--- config.mk ---
export PLATFORM = sky130hd
export DESIGN_NAME = multi_cycle_cpu
export DESIGN_NICKNAME = d
export VERILOG_FILES = /design/src/rtl/multi_cycle_cpu.sv
export SDC_FILE = /design/constraint.sdc
export NUM_CORES = 2
export LEC_CHECK = 0
export CORE_AREA = 2 2 398 321
export CTS_BUF_LIST = sky130_fd_sc_hd__clkbuf_2
export CTS_CLUSTER_SIZE = 20
export DETAILED_ROUTE_END_ITERATION = 10
export DIE_AREA = 0 0 400 323
export GPL_ROUTABILITY_DRIVEN = 0
export PLACE_DENSITY = 0.74
export SYNTH_ARGS = -nofsm -noshare
export SYNTH_HDL_FRONTEND = slang
export SYNTH_SLANG_ARGS = --single-unit
--- constraint.sdc ---
create_clock -name clk -period 10.5 [get_ports clk]
set_clock_uncertainty 0.1 [all_clocks]
set_input_delay 1.575 -clock clk [delete_from_list [all_inputs] [get_ports clk]]
set_output_delay 1.575 -clock clk [all_outputs]
set_load 0.1 [all_outputs]
--- src/rtl/multi_cycle_cpu.sv ---
// Multi-cycle MIPS-subset core: one shared memory port, one FSM that walks
// every instruction through FETCH/DECODE/EXEC and optionally MEM/WB.
// Unsupported instructions and misaligned word accesses park the core in HALT.
module multi_cycle_cpu #(
    parameter logic [31:0] RESET_PC = 32'h0000_0000,
    parameter int          DBG_REG  = 16
) (
    input  logic        clk,
    input  logic        rst_n,
    output logic        mem_req,
    output logic        mem_we,
    output logic [31:0] mem_addr,
    output logic [31:0] mem_wdata,
    input  logic [31:0] mem_rdata,
    input  logic        mem_ready,
    output logic        halted,
    output logic [31:0] dbg_pc,
    output logic [31:0] dbg_inst,
    output logic [31:0] dbg_reg
);

    // Memory handshake: the core raises mem_req with mem_we/mem_addr/mem_wdata
    // and holds them stable; the access completes on the rising edge where
    // mem_req=1 and mem_ready=1 (mem_rdata is sampled on that same edge).
    // mem_ready is don't-care while mem_req=0.

    typedef enum logic [2:0] {
        S_FETCH  = 3'd0,
        S_DECODE = 3'd1,
        S_EXEC   = 3'd2,
        S_MEM    = 3'd3,
        S_WB     = 3'd4,
        S_HALT   = 3'd5
    } state_t;

    localparam logic [4:0] DBG_IDX = 5'(DBG_REG);

    state_t      state;
    state_t      state_next;

    logic [31:0] pc;
    logic [31:0] ir;
    logic [31:0] a_reg;
    logic [31:0] b_reg;
    logic [31:0] alu_out;
    logic [31:0] mdr;
    logic [31:0] rf [0:31];

    // Instruction fields, always taken from the instruction register
    logic [5:0]  opcode;
    logic [5:0]  funct;
    logic [4:0]  rs;
    logic [4:0]  rt;
    logic [4:0]  rd;
    logic [31:0] imm_ext;

    assign opcode  = ir[31:26];
    assign rs      = ir[25:21];
    assign rt      = ir[20:16];
    assign rd      = ir[15:11];
    assign funct   = ir[5:0];
    assign imm_ext = {{16{ir[15]}}, ir[15:0]};

    logic is_add, is_sub, is_slt, is_jr, is_addi, is_lw, is_sw;
    logic is_beq, is_bne, is_j, is_jal, is_alu, is_valid;

    // Classify the held instruction; anything not listed is invalid
    always_comb begin
        is_add   = (opcode == 6'h00) && (funct == 6'h20);
        is_sub   = (opcode == 6'h00) && (funct == 6'h22);
        is_slt   = (opcode == 6'h00) && (funct == 6'h2A);
        is_jr    = (opcode == 6'h00) && (funct == 6'h08);
        is_addi  = (opcode == 6'h08);
        is_lw    = (opcode == 6'h23);
        is_sw    = (opcode == 6'h2B);
        is_beq   = (opcode == 6'h04);
        is_bne   = (opcode == 6'h05);
        is_j     = (opcode == 6'h02);
        is_jal   = (opcode == 6'h03);
        is_alu   = is_add | is_sub | is_slt | is_addi;
        is_valid = is_alu | is_jr | is_lw | is_sw | is_beq | is_bne | is_j | is_jal;
    end

    logic [31:0] alu_res;

    // ALU: arithmetic wraps; loads/stores share the rs+imm adder with addi
    always_comb begin
        alu_res = a_reg + imm_ext;
        if (is_add) begin
            alu_res = a_reg + b_reg;
        end else if (is_sub) begin
            alu_res = a_reg - b_reg;
        end else if (is_slt) begin
            alu_res = {31'd0, ($signed(a_reg) < $signed(b_reg))};
        end
    end

    logic        branch_taken;
    logic [4:0]  wb_idx;
    logic [31:0] wb_val;

    // Branch condition and write-back target selection
    always_comb begin
        branch_taken = (is_beq && (a_reg == b_reg)) || (is_bne && (a_reg != b_reg));
        wb_idx       = (opcode == 6'h00) ? rd : rt;
        wb_val       = is_lw ? mdr : alu_out;
    end

    // State register
    always_ff @(posedge clk or negedge rst_n) begin
        if (!rst_n) begin
            state <= S_FETCH;
        end else begin
            state <= state_next;
        end
    end

    logic        req_c;
    logic        we_c;
    logic [31:0] addr_c;
    logic [31:0] wdata_c;

    // Next-state logic and memory-port drive for the current state
    always_comb begin
        state_next = state;
        req_c      = 1'b0;
        we_c       = 1'b0;
        addr_c     = 32'd0;
        wdata_c    = 32'd0;
        case (state)
            S_FETCH: begin
                req_c  = 1'b1;
                addr_c = pc;
                if (mem_ready) begin
                    state_next = S_DECODE;
                end
            end
            S_DECODE: begin
                state_next = is_valid ? S_EXEC : S_HALT;
            end
            S_EXEC: begin
                if (is_lw || is_sw) begin
                    state_next = (alu_res[1:0] != 2'b00) ? S_HALT : S_MEM;
                end else if (is_alu) begin
                    state_next = S_WB;
                end else begin
                    state_next = S_FETCH;
                end
            end
            S_MEM: begin
                req_c   = 1'b1;
                we_c    = is_sw;
                addr_c  = alu_out;
                wdata_c = is_sw ? b_reg : 32'd0;
                if (mem_ready) begin
                    state_next = is_lw ? S_WB : S_FETCH;
                end
            end
            S_WB: begin
                state_next = S_FETCH;
            end
            S_HALT: begin
                state_next = S_HALT;
            end
            default: begin
                state_next = S_HALT;
            end
        endcase
    end

    // Datapath registers and register file; reset clears everything at once
    always_ff @(posedge clk or negedge rst_n) begin
        if (!rst_n) begin
            pc      <= RESET_PC;
            ir      <= 32'd0;
            a_reg   <= 32'd0;
            b_reg   <= 32'd0;
            alu_out <= 32'd0;
            mdr     <= 32'd0;
            for (int i = 0; i < 32; i++) begin
                rf[i] <= 32'd0;
            end
        end else begin
            case (state)
                S_FETCH: begin
                    if (mem_ready) begin
                        ir <= mem_rdata;
                        pc <= pc + 32'd4;
                    end
                end
                S_DECODE: begin
                    a_reg <= rf[rs];
                    b_reg <= rf[rt];
                end
                S_EXEC: begin
                    alu_out <= alu_res;
                    if (branch_taken) begin
                        pc <= pc + {imm_ext[29:0], 2'b00};
                    end else if (is_j || is_jal) begin
                        pc <= {pc[31:28], ir[25:0], 2'b00};
                    end else if (is_jr) begin
                        pc <= a_reg;
                    end
                    // pc already points past the jal, i.e. the return address
                    if (is_jal) begin
                        rf[31] <= pc;
                    end
                end
                S_MEM: begin
                    if (mem_ready && is_lw) begin
                        mdr <= mem_rdata;
                    end
                end
                S_WB: begin
                    if (wb_idx != 5'd0) begin
                        rf[wb_idx] <= wb_val;
                    end
                end
                default: begin
                end
            endcase
        end
    end

    // Reset gates the port combinationally so an in-flight access drops at once
    assign mem_req   = req_c & rst_n;
    assign mem_we    = we_c & rst_n;
    assign mem_addr  = rst_n ? addr_c : 32'd0;
    assign mem_wdata = rst_n ? wdata_c : 32'd0;

    assign halted    = (state == S_HALT);
    assign dbg_pc    = pc;
    assign dbg_inst  = ir;
    assign dbg_reg   = rf[DBG_IDX];

endmodule

# Word-level counts from Yosys, hierarchy flattened
# Index checks and enable logic that the tools add are counted.
# classes
n_reduce_logical	25
n_lt_le_gt_ge	5
bitwise	15
addsub	5
n_eq_ne	25
muxes	37
# op_table
cell	n
bitwise mux 1024 bit	1
two-way mux 32 bit	19
binary-select mux 32 bit (select 5 bit)	2
one-hot mux 32 bit (2 select lines)	3
demux 32 bit (select 5 bit)	1
adder 32 bit	3
adder 32 x 3 -> 32 bit, second input constant	1
equality test 32 bit	1
less-than comparator 32 bit	1
!= test 32 bit	1
subtractor 32 bit	1
equality test 6 bit, second input constant	5
two-way mux 3 bit	7
>= comparator 6 bit, second input constant	3
NOT 5 -> 6 bit	3
one-hot mux 3 bit (5 select lines)	1
equality test 6 x 2 -> 1 bit, second input constant	2
equality test 6 x 3 -> 1 bit, second input constant	2
equality test 6 x 4 -> 1 bit, second input constant	2
OR 1 bit	10
logical AND 1 bit	8
!= test 2 bit, second input constant	4
AND reduction 2 bit	4
equality test 3 x 2 -> 1 bit, second input constant	2
16 further kinds	25
# word_totals
elab_cells	152
input_bits	35
regBits	1219

# Longest topological paths before layout
# depth
ltp_word	14
mapped_depth	14
depth_no_buf	13

# Worst setup path after synthesis
# OpenSTA, ideal clock, no wires.
# synth_timing
path_kind	input to output
start	input port rst_n
end	output port mem_wdata[22]
arrival_time_ns	4.280
path_stages	4
path_buffers	1
path_slack_ns	4.545
required_time_ns	8.825
path_cell_list	nor4b_1 > and3_1 > clkbuf_1 > and2_1
# synth_between
elab_chain_len	1
# synth_rtl
item	line_no	rtl
start: declaration	9	input logic rst_n,
two-way mux 32 bit	229	assign mem_wdata = rst_n ? wdata_c : 32'd0;
end: declaration	13	output logic [31:0] mem_wdata,
# Every way passes these cells.

# Worst setup path after layout
# layout_timing
start	input port rst_n
end	output port mem_wdata[5]
# The elaborated chain is that of the path after synthesis.

==> results by group <==
Outcome
  – Outcome: finished with violations
  – Violated checks: DRC

Final layout
  – Fill count: 10172
  – Fin nets: 6525
  – Layout cell share with drive strength beyond 1: 21.4%
  – Non-filler cells, final: 8250
  – Design area: 74100 µm²
  – Largest register FFs: 992
  – Commonest non-fill, non-tap cell in the layout: dfrtp_1
  – Most frequent cells in the layout: dfrtp_1 (1209), a21oi_1 (754), nor2_1 (686)
  – Post-layout util: 58.9%
  – Biggest register: rf
  – Syn-to-layout area delta: 8.15%

Power and ir drop
  – Power Dens Cells: 108 nW/µm²
  – Pwr Total: 7.99 mW
  – Peak VDD IR: 91.7 µV
  – Leak: 31.3 nW

Clock tree
  – Postcts setup bufs: 0
  – H-tree Lvls: 5
  – Clock transition at path regs: 70 ps
  – Skew-Pair Late Insertion Delay: 1690 ps
  – Sink Count: 1219
  – Num CTS Buffers: 321
  – Max clock buf depth: 4
  – Root Buffer: clkbuf_2
  – CTS tree: done

Logic synthesis
  – Post-Syn Area per Cell: 10.8 µm²
  – Register area share after synthesis: 44.5%
  – Synth Instances: 6330
  – Asr flop ratio synth: 100%
  – Top_reg_cell synth: dfrtp_1
  – #FFs+latches synth: 1219
  – Yosys warns: 0
  – Syn Nets: 6493
  – Post-synth EDFFs: 0
  – Post-Synthesis Cell Area: 68500 µm²
  – Synth cell types: 82

Run
  – Maxcap violations: 0

Drt
  – DRT Wirelength: 230000 µm
  – DRC viols: 3
  – Routed WL per cell: 27.9 µm
  – First-pass iteration count of the detailed router: 11
  – Avg Vias per Cell: 6.80
  – Antenna viol nets, final: 0
  – Starting DRC count in detailed routing: 7945
  – Via Count: 56077

Placement
  – Dpl ws: 4040 ps
  – Inst Count DP: 7704
  – Placed Area: 71400 µm²
  – I/O Buffers: 197
  – HPWL Detailed: 144000 µm

Critical path
  – Setup crit end kind: output pin
  – CP Class: input pin to output pin
  – Critical path required time: 8830 ps
  – Arrival @ worst endpoint: 5370 ps
  – Worst setup SP type: input pin
  – Worst Reg2Reg Path Length in Cells: 7
  – Max Fanout on Critical Path: 66
  – Flop-to-flop setup slack: 5700 ps

Global routing
  – Initial antenna violation count: 16
  – Largest net degree at the start of global routing: 191
  – Global-route wire length before repair: 345000 µm
  – Gr usage total: 36.1%
  – GRT overflow: 0
  – Number of global-route vias before repair: 54373

STA
  – Max Fclk: 142 MHz
  – Clock period minus worst slack: 7050 ps
  – Pins Over Slew Limit: 0
  – Relative slew slack: 13.3%
  – Final setup fails: 0
  – WHS: 298 ps
  – Period Utilization, post-route: 67.1%
  – RSZ-0062 raised after global routing: no
  – Worst-Margin Slew: 1300 ps
  – Final hold vios: 0
  – Setup TNS: 0 ps
  – Final setup margin: 3450 ps

Die
  – Die Height: 323 µm
  – CORE AREA: 126000 µm²
  – Die area: 129000 µm²
  – Io pins: 198
  – Die width: 400 µm
  – Starting Density: 54.4%
  – Rows: 117

Worst hold path
  – Type of the tightest min-delay check: flop to flop
  – Hold Path Stages: 0
[power by group]
part | switching (mW) | leakage, nW | internal, mW
registers | 0 | 17.0 | 4.69
logic | 0.0983 | 12.3 | 0.0168
clock network | 2.01 | 2.03 | 1.18
[cell families after synthesis]
logic type,Yosys count,share of synthesized area [%]
compound gates,1697,13.8
buf+inv,705,4.22
xor+xnor,100,1.28
simple gates,1668,10.1
fa+ha+maj,128,2.38
mux,813,23.7
flops,1219,44.5
[synthesized netlist by cell type (9+ instances only)]
master	number	area, µm²
o221ai_1	12	105
mux4_2	640	14400
nand2_1	685	2570
o31ai_1	15	113
o211ai_1	12	90.1
ha_1	124	1550
buf_1	57	214
xnor2_1	66	578
a21o_1	38	285
o22a_1	12	105
dfrtp_1	1219	30500
mux2i_1	108	1080
nand4_1	19	119
nand2b_1	15	93.8
nor2_2	9	56.3
a22o_1	37	324
o22ai_1	12	75.1
o21bai_1	17	128
xor2_1	34	298
a21oi_1	754	3770
or3_1	11	68.8
o21ai_1	51	255
mux2_2	63	709
inv_1	82	308
a211oi_1	29	218
and2_1	37	231
nor3_1	39	195
a221oi_1	12	105
nor4_1	10	62.6
nor2_1	691	2590
buf_4	38	285
o21a_1	14	105
a31oi_1	24	150
o21ai_0	595	2980
nand3_1	51	255
nor2b_1	50	313
and3_1	20	125
clkbuf_1	448	1680
buf_2	80	400
[cell type report]
cell class / count / area (µm²) / share of cell area, %
inverters: 82 / 308 / 0.415
clock inverters: 101 / 479 / 0.647
diodes: 14 / 35.0 / 0.0473
repair buffers: 332 / 3030 / 4.09
clock buffers: 430 / 2150 / 2.90
flip-flops and latches: 1219 / 30500 / 41.2
multi-input cells: 4406 / 35500 / 47.9
well taps: 1666 / 2080 / 2.81
[repair_timing]
action,in CTS,in global routing
hold buffers,1,0
resized for setup,0,0
endpoints found under the hold margin,59,0
[final timing paths]
| check | startpoint | end |
|---|---|---|
| max | rst_n | mem_wdata[5] |
| max in group asynchronous | rst_n | rf[539] |
| max reg2reg | dbg_inst[17] | b_reg[18] |
| min in group asynchronous | rst_n | rf[555] |
| min | rf[1003] | rf[1003] |
| min reg2reg | rf[1003] | rf[1003] |
[worst max-delay path, stage by stage]
cell and delay, ps:
dlygate4sd3_1 620, buf_12 330, nor4b_2 320, and3_1 940
and2_1 250, clkdlybuf4s50_1 1150
[metal layers]
layer | wire, µm | part of all wire, % | GRT usage, % | vias up
met2 | 99700 | 43 | 52.2 | 4151
met3 | 33900 | 15 | 13.2 | 847
met4 | 12400 | 5.4 | 18.4 | 10
met5 | 80 | 0.035 | 0 | -
met1 | 84200 | 37 | 48.3 | 27819
li1 | - | - | - | 23250
Note: power is estimated with default switching activity, not from simulation.
